**config.mk**
```make
export PLATFORM = sky130hd
export DESIGN_NAME = proc_trace_capture_flat
export DESIGN_NICKNAME = d
export VERILOG_FILES = /design/src/rtl/proc_trace_capture_if.sv /design/src/rtl/proc_trace_capture.sv /design/src/flat_wrapper.sv
export SDC_FILE = /design/constraint.sdc
export NUM_CORES = 1
export LEC_CHECK = 0
export CAP_MARGIN = 20
export CORE_MARGIN = 5
export CORE_UTILIZATION = 57
export CTS_BUF_LIST = sky130_fd_sc_hd__clkbuf_8
export DETAILED_ROUTE_END_ITERATION = 12
export GPL_TIMING_DRIVEN = 1
export MAX_ROUTING_LAYER = met4
export PLACE_DENSITY = 0.78
export SLEW_MARGIN = 20
export SYNTH_ARGS = -nofsm -noshare
export SYNTH_HDL_FRONTEND = slang
export SYNTH_SLANG_ARGS = --single-unit
```
**constraint.sdc**
```tcl
create_clock -name Clk -period 4.1 [get_ports Clk]
set_input_delay 0.41 -clock Clk [delete_from_list [all_inputs] [get_ports Clk]]
set_output_delay 0.41 -clock Clk [all_outputs]
set_load 0.05 [all_outputs]
```
**src/rtl/proc_trace_capture_if.sv**
```systemverilog
// Read side of the trace FIFO: head entry presented with a valid/ready handshake.
interface proc_trace_capture_if #(
    parameter int DATA_W = 32,
    parameter int TS_W   = 16
);
    logic              Rd_Valid;
    logic              Rd_Ready;
    logic [DATA_W-1:0] Rd_ALU;
    logic [DATA_W-1:0] Rd_MEM;
    logic [TS_W-1:0]   Rd_Ts;

    modport master (output Rd_Valid, Rd_ALU, Rd_MEM, Rd_Ts, input Rd_Ready);
    modport slave  (input Rd_Valid, Rd_ALU, Rd_MEM, Rd_Ts, output Rd_Ready);
endinterface

```
**src/rtl/proc_trace_capture.sv**
```systemverilog
// Samples the processor ALU/MEM result buses, keeps changed samples with a cycle
// timestamp, and queues them in a first-word-fall-through FIFO for a consumer.
module proc_trace_capture #(
    parameter int DATA_W      = 32,
    parameter int DEPTH       = 16,
    parameter int CHANGE_ONLY = 1,
    parameter int TS_W        = 16
) (
    input  logic                   Clk,
    input  logic                   Reset,
    input  logic                   Cap_En,
    input  logic                   Clear,
    input  logic [DATA_W-1:0]      ALU_In,
    input  logic [DATA_W-1:0]      MEM_In,
    proc_trace_capture_if.master   rd,
    output logic [$clog2(DEPTH):0] Count,
    output logic                   Full,
    output logic                   Empty,
    output logic                   Overflow,
    output logic [7:0]             Drop_Cnt
);
    localparam int AW = $clog2(DEPTH);
    localparam int CW = AW + 1;
    localparam logic [CW-1:0] DEPTH_C = CW'(DEPTH);

    localparam logic [1:0] IDLE = 2'd0;
    localparam logic [1:0] ARM  = 2'd1;
    localparam logic [1:0] RUN  = 2'd2;

    logic [1:0]        state_q, state_d;
    logic [TS_W-1:0]   ts_q, ts_d;
    logic [DATA_W-1:0] last_alu_q, last_alu_d;
    logic [DATA_W-1:0] last_mem_q, last_mem_d;
    logic [AW-1:0]     wr_ptr_q, wr_ptr_d;
    logic [AW-1:0]     rd_ptr_q, rd_ptr_d;
    logic [CW-1:0]     count_q, count_d;
    logic              ovf_q, ovf_d;
    logic [7:0]        drop_q, drop_d;

    logic [DATA_W-1:0] alu_mem [DEPTH];
    logic [DATA_W-1:0] mem_mem [DEPTH];
    logic [TS_W-1:0]   ts_mem  [DEPTH];

    logic              sample_diff;
    logic              push_req;
    logic              pop;
    logic              wr_en;
    logic              drop;
    logic [TS_W-1:0]   sample_ts;

    function automatic logic [7:0] sat_inc8(input logic [7:0] v);
        return (v == 8'hFF) ? v : v + 8'd1;
    endfunction

    assign Count    = count_q;
    assign Empty    = (count_q == '0);
    assign Full     = (count_q == DEPTH_C);
    assign Overflow = ovf_q;
    assign Drop_Cnt = drop_q;

    // Head entry falls through from storage; forced to zero while empty.
    assign rd.Rd_Valid = !Empty;
    assign rd.Rd_ALU   = Empty ? '0 : alu_mem[rd_ptr_q];
    assign rd.Rd_MEM   = Empty ? '0 : mem_mem[rd_ptr_q];
    assign rd.Rd_Ts    = Empty ? '0 : ts_mem[rd_ptr_q];

    assign sample_diff = (ALU_In != last_alu_q) || (MEM_In != last_mem_q);
    assign sample_ts   = (state_q == ARM) ? '0 : ts_q;
    assign pop         = rd.Rd_Valid && rd.Rd_Ready && !Clear;
    assign push_req    = !Clear && ((state_q == ARM) ||
                         ((state_q == RUN) && ((CHANGE_ONLY == 0) || sample_diff)));
    // A pop in the same cycle frees the slot, so a full FIFO still accepts the push.
    assign wr_en       = push_req && (!Full || pop);
    assign drop        = push_req && Full && !pop;

    always_comb begin
        state_d    = state_q;
        ts_d       = ts_q;
        last_alu_d = last_alu_q;
        last_mem_d = last_mem_q;
        wr_ptr_d   = wr_ptr_q;
        rd_ptr_d   = rd_ptr_q;
        count_d    = count_q;
        ovf_d      = ovf_q;
        drop_d     = drop_q;
        if (Clear) begin
            state_d  = IDLE;
            ts_d     = '0;
            wr_ptr_d = '0;
            rd_ptr_d = '0;
            count_d  = '0;
            ovf_d    = 1'b0;
            drop_d   = '0;
        end else begin
            case (state_q)
                IDLE: begin
                    ts_d = '0;
                    if (Cap_En) state_d = ARM;
                end
                ARM, RUN: begin
                    ts_d    = ts_q + 1'b1;
                    state_d = Cap_En ? RUN : IDLE;
                end
                default: begin
                    ts_d    = '0;
                    state_d = IDLE;
                end
            endcase
            // Dropped samples still become the change-detection reference.
            if (push_req) begin
                last_alu_d = ALU_In;
                last_mem_d = MEM_In;
            end
            if (wr_en) wr_ptr_d = wr_ptr_q + 1'b1;
            if (pop)   rd_ptr_d = rd_ptr_q + 1'b1;
            count_d = count_q + CW'(wr_en) - CW'(pop);
            if (drop) begin
                ovf_d  = 1'b1;
                drop_d = sat_inc8(drop_q);
            end
        end
    end

    always_ff @(posedge Clk or negedge Reset) begin
        if (!Reset) begin
            state_q    <= IDLE;
            ts_q       <= '0;
            last_alu_q <= '0;
            last_mem_q <= '0;
            wr_ptr_q   <= '0;
            rd_ptr_q   <= '0;
            count_q    <= '0;
            ovf_q      <= 1'b0;
            drop_q     <= '0;
        end else begin
            state_q    <= state_d;
            ts_q       <= ts_d;
            last_alu_q <= last_alu_d;
            last_mem_q <= last_mem_d;
            wr_ptr_q   <= wr_ptr_d;
            rd_ptr_q   <= rd_ptr_d;
            count_q    <= count_d;
            ovf_q      <= ovf_d;
            drop_q     <= drop_d;
        end
    end

    always_ff @(posedge Clk) begin
        if (wr_en) begin
            alu_mem[wr_ptr_q] <= ALU_In;
            mem_mem[wr_ptr_q] <= MEM_In;
            ts_mem[wr_ptr_q]  <= sample_ts;
        end
    end
endmodule

```
**src/flat_wrapper.sv**
```systemverilog
// flat-port wrapper written by rule: the top's interface ports become plain ports
module proc_trace_capture_flat 
#(
    parameter int DATA_W      = 32,
    parameter int DEPTH       = 16,
    parameter int CHANGE_ONLY = 1,
    parameter int TS_W        = 16
)
  (Clk, Reset, Cap_En, Clear, ALU_In, MEM_In, Count, Full, Empty, Overflow, Drop_Cnt, rd_Rd_Valid, rd_Rd_ALU, rd_Rd_MEM, rd_Rd_Ts, rd_Rd_Ready);
  proc_trace_capture_if #(.DATA_W(DATA_W), .TS_W(TS_W)) rd_i ();
  input  logic Clk;
  input  logic Reset;
  input  logic Cap_En;
  input  logic Clear;
  input  logic [DATA_W-1:0] ALU_In;
  input  logic [DATA_W-1:0] MEM_In;
  output logic [$clog2(DEPTH):0] Count;
  output logic Full;
  output logic Empty;
  output logic Overflow;
  output logic [7:0] Drop_Cnt;
  output wire logic [$bits(rd_i.Rd_Valid)-1:0] rd_Rd_Valid;
  output wire logic [$bits(rd_i.Rd_ALU)-1:0] rd_Rd_ALU;
  output wire logic [$bits(rd_i.Rd_MEM)-1:0] rd_Rd_MEM;
  output wire logic [$bits(rd_i.Rd_Ts)-1:0] rd_Rd_Ts;
  input wire logic [$bits(rd_i.Rd_Ready)-1:0] rd_Rd_Ready;
  assign rd_Rd_Valid = rd_i.Rd_Valid;
  assign rd_Rd_ALU = rd_i.Rd_ALU;
  assign rd_Rd_MEM = rd_i.Rd_MEM;
  assign rd_Rd_Ts = rd_i.Rd_Ts;
  assign rd_i.Rd_Ready = rd_Rd_Ready;
  proc_trace_capture #(.DATA_W(DATA_W), .DEPTH(DEPTH), .CHANGE_ONLY(CHANGE_ONLY), .TS_W(TS_W)) u_core (.Clk(Clk), .Reset(Reset), .Cap_En(Cap_En), .Clear(Clear), .ALU_In(ALU_In), .MEM_In(MEM_In), .rd(rd_i), .Count(Count), .Full(Full), .Empty(Empty), .Overflow(Overflow), .Drop_Cnt(Drop_Cnt));
endmodule
```
# Yosys cells after proc, flatten, opt, wreduce, memory -nomap -nowiden
# Memories as Yosys holds them, arrays and structs flattened.
# Index checks and enable logic that the tools add are counted.
# W data, S select, Z words.
# totals
memories,3
register_bits,104
mem_bits_rw,1280
out_inout_bits,97
# memory_table
name,depth,width,read_ports,rd_clocked_by_memory_dff,wr,line_no,rtl
u_core.alu_mem,16,32,1,0,1,proc_trace_capture.sv:40,logic [DATA_W-1:0] alu_mem [DEPTH];
u_core.mem_mem,16,32,1,0,1,proc_trace_capture.sv:41,logic [DATA_W-1:0] mem_mem [DEPTH];
u_core.ts_mem,16,16,1,0,1,proc_trace_capture.sv:42,logic [TS_W-1:0] ts_mem [DEPTH];
# op_classes
n_bitwise,1
reduce_logical,22
n_mux,22
addsub,6
eq_ne,8
# ops
cell,n
$mux W16,4
$mux W32,2
$ne A32 B32 Y1,2
$mux W8,3
$add A16 B1 Y16 const B,1
$mux W4,4
$add A4 B1 Y4 const B,2
$add A8 B1 Y8 const B,1
$eq A8 B8 Y1 const B,1
$logic_and A1 B1 Y1,7
$mux W2,3
$reduce_bool A2 Y1,3
$add A5 B1 Y5,1
$eq A5 B5 Y1 const B,1
$logic_not A5 Y1,1
$mux W5,1
$sub A5 B1 Y5,1
$logic_not A1 Y1,4
$mux W1,4
$pmux W2 S2,1
$reduce_and A2 Y1,2
$logic_or A1 B1 Y1,3
$ne A3 B3 Y1 const B,1
$eq A2 B1 Y1 const B,1
5 further kinds,5

# Longest topological paths before layout
# depth
depth_word,9
depth_mapped,15
depth_no_buf,15

# Worst setup path before layout
# Ideal clock, no wire load.
# synth_timing
path_type,register -> register
start,reg u_core.count_q[2] (netlist: u_core.Count[2])
end,"mem u_core.alu_mem[11][0], enable pin"
synth_period_minus_slack_ps,4569
arrival_ps,4122
setup_time_ps,448
path_stages_with_launch,8
slack_ps,-469
t_required_ps,3652
n_path_buf,1
path_cell_list,dfrtp_1 -> inv_1 -> ha_1 -> and4_1 -> o21a_4 -> nor3_1 -> clkbuf_1 -> and3_1
# synth_rtl
element,line_no,rtl
start: declaration,proc_trace_capture.sv:36,"logic [CW-1:0] count_q, count_d;"
start signal: assignment,proc_trace_capture.sv:142,count_q <= count_d;
$eq A5 B5 Y1,proc_trace_capture.sv:57,assign Full = (count_q == DEPTH_C);
named net Full,flat_wrapper.sv:18,output logic Full;
$logic_not A1 Y1,proc_trace_capture.sv:73,assign wr_en = push_req && (!Full || pop);
$logic_or A1 B1 Y1,proc_trace_capture.sv:73,
$logic_and A1 B1 Y1,proc_trace_capture.sv:73,
$mux W1,proc_trace_capture.sv:149,if (wr_en) begin
$mux W1 (not written as such),proc_trace_capture.sv:150,alu_mem[wr_ptr_q] <= ALU_In;
end: declaration,proc_trace_capture.sv:40,
# The timed path passes the listed nets, and every way through them passes these cells.

# Worst setup path in the final report
# layout_timing
start,reg u_core.rd_ptr_q[1]
end,out rd_Rd_MEM[7]
# layout_between
elab_chain_len,2
# layout_rtl
element,line_no,rtl
start: declaration,proc_trace_capture.sv:35,"logic [AW-1:0] rd_ptr_q, rd_ptr_d;"
start signal: assignment,proc_trace_capture.sv:141,rd_ptr_q <= rd_ptr_d;
$mem_v2 Z16 W32,n/a,
$mux W32,proc_trace_capture.sv:64,assign rd.Rd_MEM = Empty ? '0 : mem_mem[rd_ptr_q];
end: declaration,flat_wrapper.sv:24,output wire logic [$bits(rd_i.Rd_MEM)-1:0] rd_Rd_MEM;
# Every way passes these cells.

==> impl_metrics.tcl <==
set metrics [dict create \
    setup_viol 0 \
    share_seq_of_total_power_pct 44.3 \
    clk_path_buf_depth 3 \
    synth.top_cell.area_share_pct 71.4 \
    r2r_slack_ns 0.39 \
    clockRootBuffer "clkbuf_8" \
    synth_edf_count 1280 \
    gp_congestion 0.835 \
    grt_max_degree 61 \
    drv_slew 0 \
    synth_seq_cells 1384 \
    p_sw_share_pct 30.3 \
    numCtsBuffers 204 \
    clk_pin_slew_worst_paths_ns 0.06 \
    p_sw_mw 11.0 \
    firstDrtPassIters 5 \
    wire_per_inst_um 30.3 \
    die_area_mm2 0.101 \
    final_net_count 2864 \
    ys.flop_type "edfxtp_1" \
    cp-end-kind "output pin" \
    fillCellCount 5661 \
    min_period_over_period_pct 96.7 \
    r2r_start "u_core.last_alu_q[2]" \
    cts_tree "built" \
    post-route-util_pct 67.1 \
    synth_cell_types 44 \
    timing.fmax_ghz 0.252 \
    status "finished, final reports clean" \
    worstMarginPinSlew_ns 1.15 \
    routed_wl_um 127000 \
    skew_ns 0.0585 \
    regArea_mm2 0.0411 \
    ir_worst_vdd_uv 464 \
    crit_type "reg2out" \
    r2r-end "u_core.Count[4]" \
    crit_fanout 42 \
    syn_area_mm2 0.0538 \
    multi_input_area_mm2 0.0124 \
    syn_to_final_growth_pct 16.6 \
    grt_pass1_vias 27800 \
    min_path_type "in2async" \
    p_comb_share_pct 26.4 \
    power.total_mw 36.3 \
    syn_avg_cell_area_um2 23.0 \
    syn_inst 2343 \
    grt-ovfl-total 0 \
    drtAntennaViolNets 0 \
    post-route-min-period_ns 3.96 \
    ys_seq_area_share_pct 76.2 \
    crit_required_ns 3.69 \
    placed_area_mm2 0.0586 \
    synthTopCellsByCount "edfxtp_1, mux4_2, dfrtp_1" \
    grtUsageTotal_pct 26.6 \
    clk_latency_ns 0.88 \
    htreeDepth 4 \
    intPower_mw 25.3 \
    synth_nets 2430 \
    io_buffers 165 \
    drt_iter0_markers 3380 \
    rows 112 \
    dp.cells 3818 \
    core_mm2 0.0935 \
    synth_top_cells_by_area "edfxtp_1, mux4_2, dfrtp_1" \
    pwr_density_cell_mw_per_mm2 578 \
    crit_arrival_ns 3.55 \
    fp.dieW_um 317 \
    cp-start-kind "register" \
    pin_count 166 \
    final_area_mm2 0.0628 \
    fp.dieH_um 317 \
    rsz0062_at_grt "no" \
    synth_warnings 0 \
    async_reset_ff_share_pct 7.51 \
    post-dp-hpwl_um 73500 \
    maxCapViolations 0 \
    clkPwrFrac_pct 29.3 \
    numClockSinks 1384 \
    drc 0 \
    final-hold-violation-count 0 \
    via_count 26600 \
    drive_gt1_share_pct 31.5 \
    synth_top_area_cell "edfxtp_1" \
    via_per_inst 6.31 \
    whs_ns 0.253 \
    maxSlewHeadroom_pct 23.0 \
    worst-r2r-cell-count 14 \
    final_cells 4211 \
    antenna_found_initial 5 \
    leakage_nw 20.3 \
    grt_pass1_wl_um 187000 \
    start_util_pct 57.6 \
    yosysMostFrequentCell "edfxtp_1" \
]
how the worst max path moves through the flow:
stage | slack, ns | from | end | depth (start not counted)
2_1_floorplan | 0.43 | u_core.Count[2] | u_core.alu_mem[11][0] | 7
3_3_place_gp | -0.19 | ALU_In[2] | u_core.Count[4] | 15
3_5_place_dp | -0.04 | ALU_In[2] | u_core.Count[4] | 15
4_1_cts | 0.004 | u_core.rd_ptr_q[0] | rd_Rd_MEM[28] | 6
5_1_grt | 0.005 | u_core.rd_ptr_q[0] | rd_Rd_ALU[24] | 7
6_report | 0.14 | u_core.rd_ptr_q[1] | rd_Rd_MEM[7] | 6
logic make-up after synthesis:
logic type | Yosys count | synth area share, %
muxes | 470 | 18.2
AOI/OAI and AO/OA | 35 | 0.428
adders and majority gates | 18 | 0.432
and+or+nand+nor | 226 | 2.42
xor gates and xnor gates | 79 | 1.29
buffers and inverters | 131 | 1.01
DFF | 1384 | 76.2
metal layers:
layer	part of all wire, %	GRT usage, %	up-vias	wire [um]
li1	-	-	10700	-
met1	37	35.2	14100	47500
met2	52	43.2	1530	65700
met3	8.8	5.32	202	11200
met4	2.4	7.39	0	3030
met5	0	-	-	0
critical path, stage by stage (launching register included):
cell and delay [ns]:
dfrtp_4 0.68, buf_12 0.32, buf_6 0.38, mux4_2 0.41, mux4_2 0.51, and2_1 0.17
buf_4 0.18
flip-flops by register name (all words and copies together), names as in the netlist:
| name | cells |
|---|---|
| u_core.state_q | 2 |
| u_core.mem_mem | 512 |
| u_core.wr_ptr_q | 4 |
| u_core.alu_mem | 512 |
| u_core.Overflow | 1 |
| u_core.ts_q | 16 |
| u_core.ts_mem | 256 |
| u_core.rd_ptr_q | 4 |
| u_core.last_alu_q | 32 |
| u_core.Drop_Cnt | 8 |
| u_core.last_mem_q | 32 |
| u_core.Count | 5 |
what timing repair did:
| item | CTS | global route |
|---|---|---|
| endpoints found under the setup margin | 77 | 15 |
| resized for setup | 53 | 12 |
| buffers inserted | 5 | 0 |
| endpoints found under the hold margin | 59 | 0 |
| gates cloned | 1 | 0 |
| hold buffers | 1 | 0 |
cell type report:
class                   instances  area share [%]
inverters                      17           0.102
diodes                          5          0.0199
repair buffers                342            5.98
multi-input cells             828            19.7
flip-flops and latches       1384            65.4
clock inverters               159            1.43
well taps                    1254            2.50
clock buffers                 222            4.87
cells in the final DEF (no fill, tap or decap), types with 4 or more instances in the layout:
master           Yosys  routed
edfxtp_1          1280    1280
mux4_2             400     400
clkbuf_8             0     222
buf_4                0     142
dfrtp_1            104     100
inv_1               17      89
clkdlybuf4s50_1      0      84
and2_1              81      80
xnor2_1             68      68
buf_12               0      62
mux2_1              59      59
clkinv_1             0      38
dlygate4sd2_1        0      36
nor2_1              33      32
clkinv_2             0      29
nor2b_1             22      22
nand4_1             20      20
ha_1                17      17
and3_4               0      16
a21oi_1             14      14
nand2_1             13      13
nand3_1             12      12
xor2_1              11      11
mux2_2               9       9
o21ai_0              8       8
or3_1                8       8
clkinvlp_4           0       6
bufinv_16            0       6
buf_6                1       6
diode_2              0       5
nor4_1               5       5
buf_8                0       4
dfrtp_4              0       4
stage by stage:
step | setup TNS (ns) | setup slack, ns
after floorplan | 0 | 0.433
after detailed placement | -0.0397 | -0.0397
final | 0 | 0.137
after global routing | 0 | 0.00473
after global placement | -0.185 | -0.185
after CTS | 0 | 0.00422
power by group through the flow:
stage	Clock, mW	Combinational (mW)	Sequential (mW)
floorplan	0	6.54	16.3
global placement	0	9.48	16.3
detailed placement	0	9.60	16.4
CTS	10.8	9.70	16.0
global route	11.5	10.1	16.1
finish	10.6	9.57	16.0
Note: power is estimated with default switching activity, not from simulation.
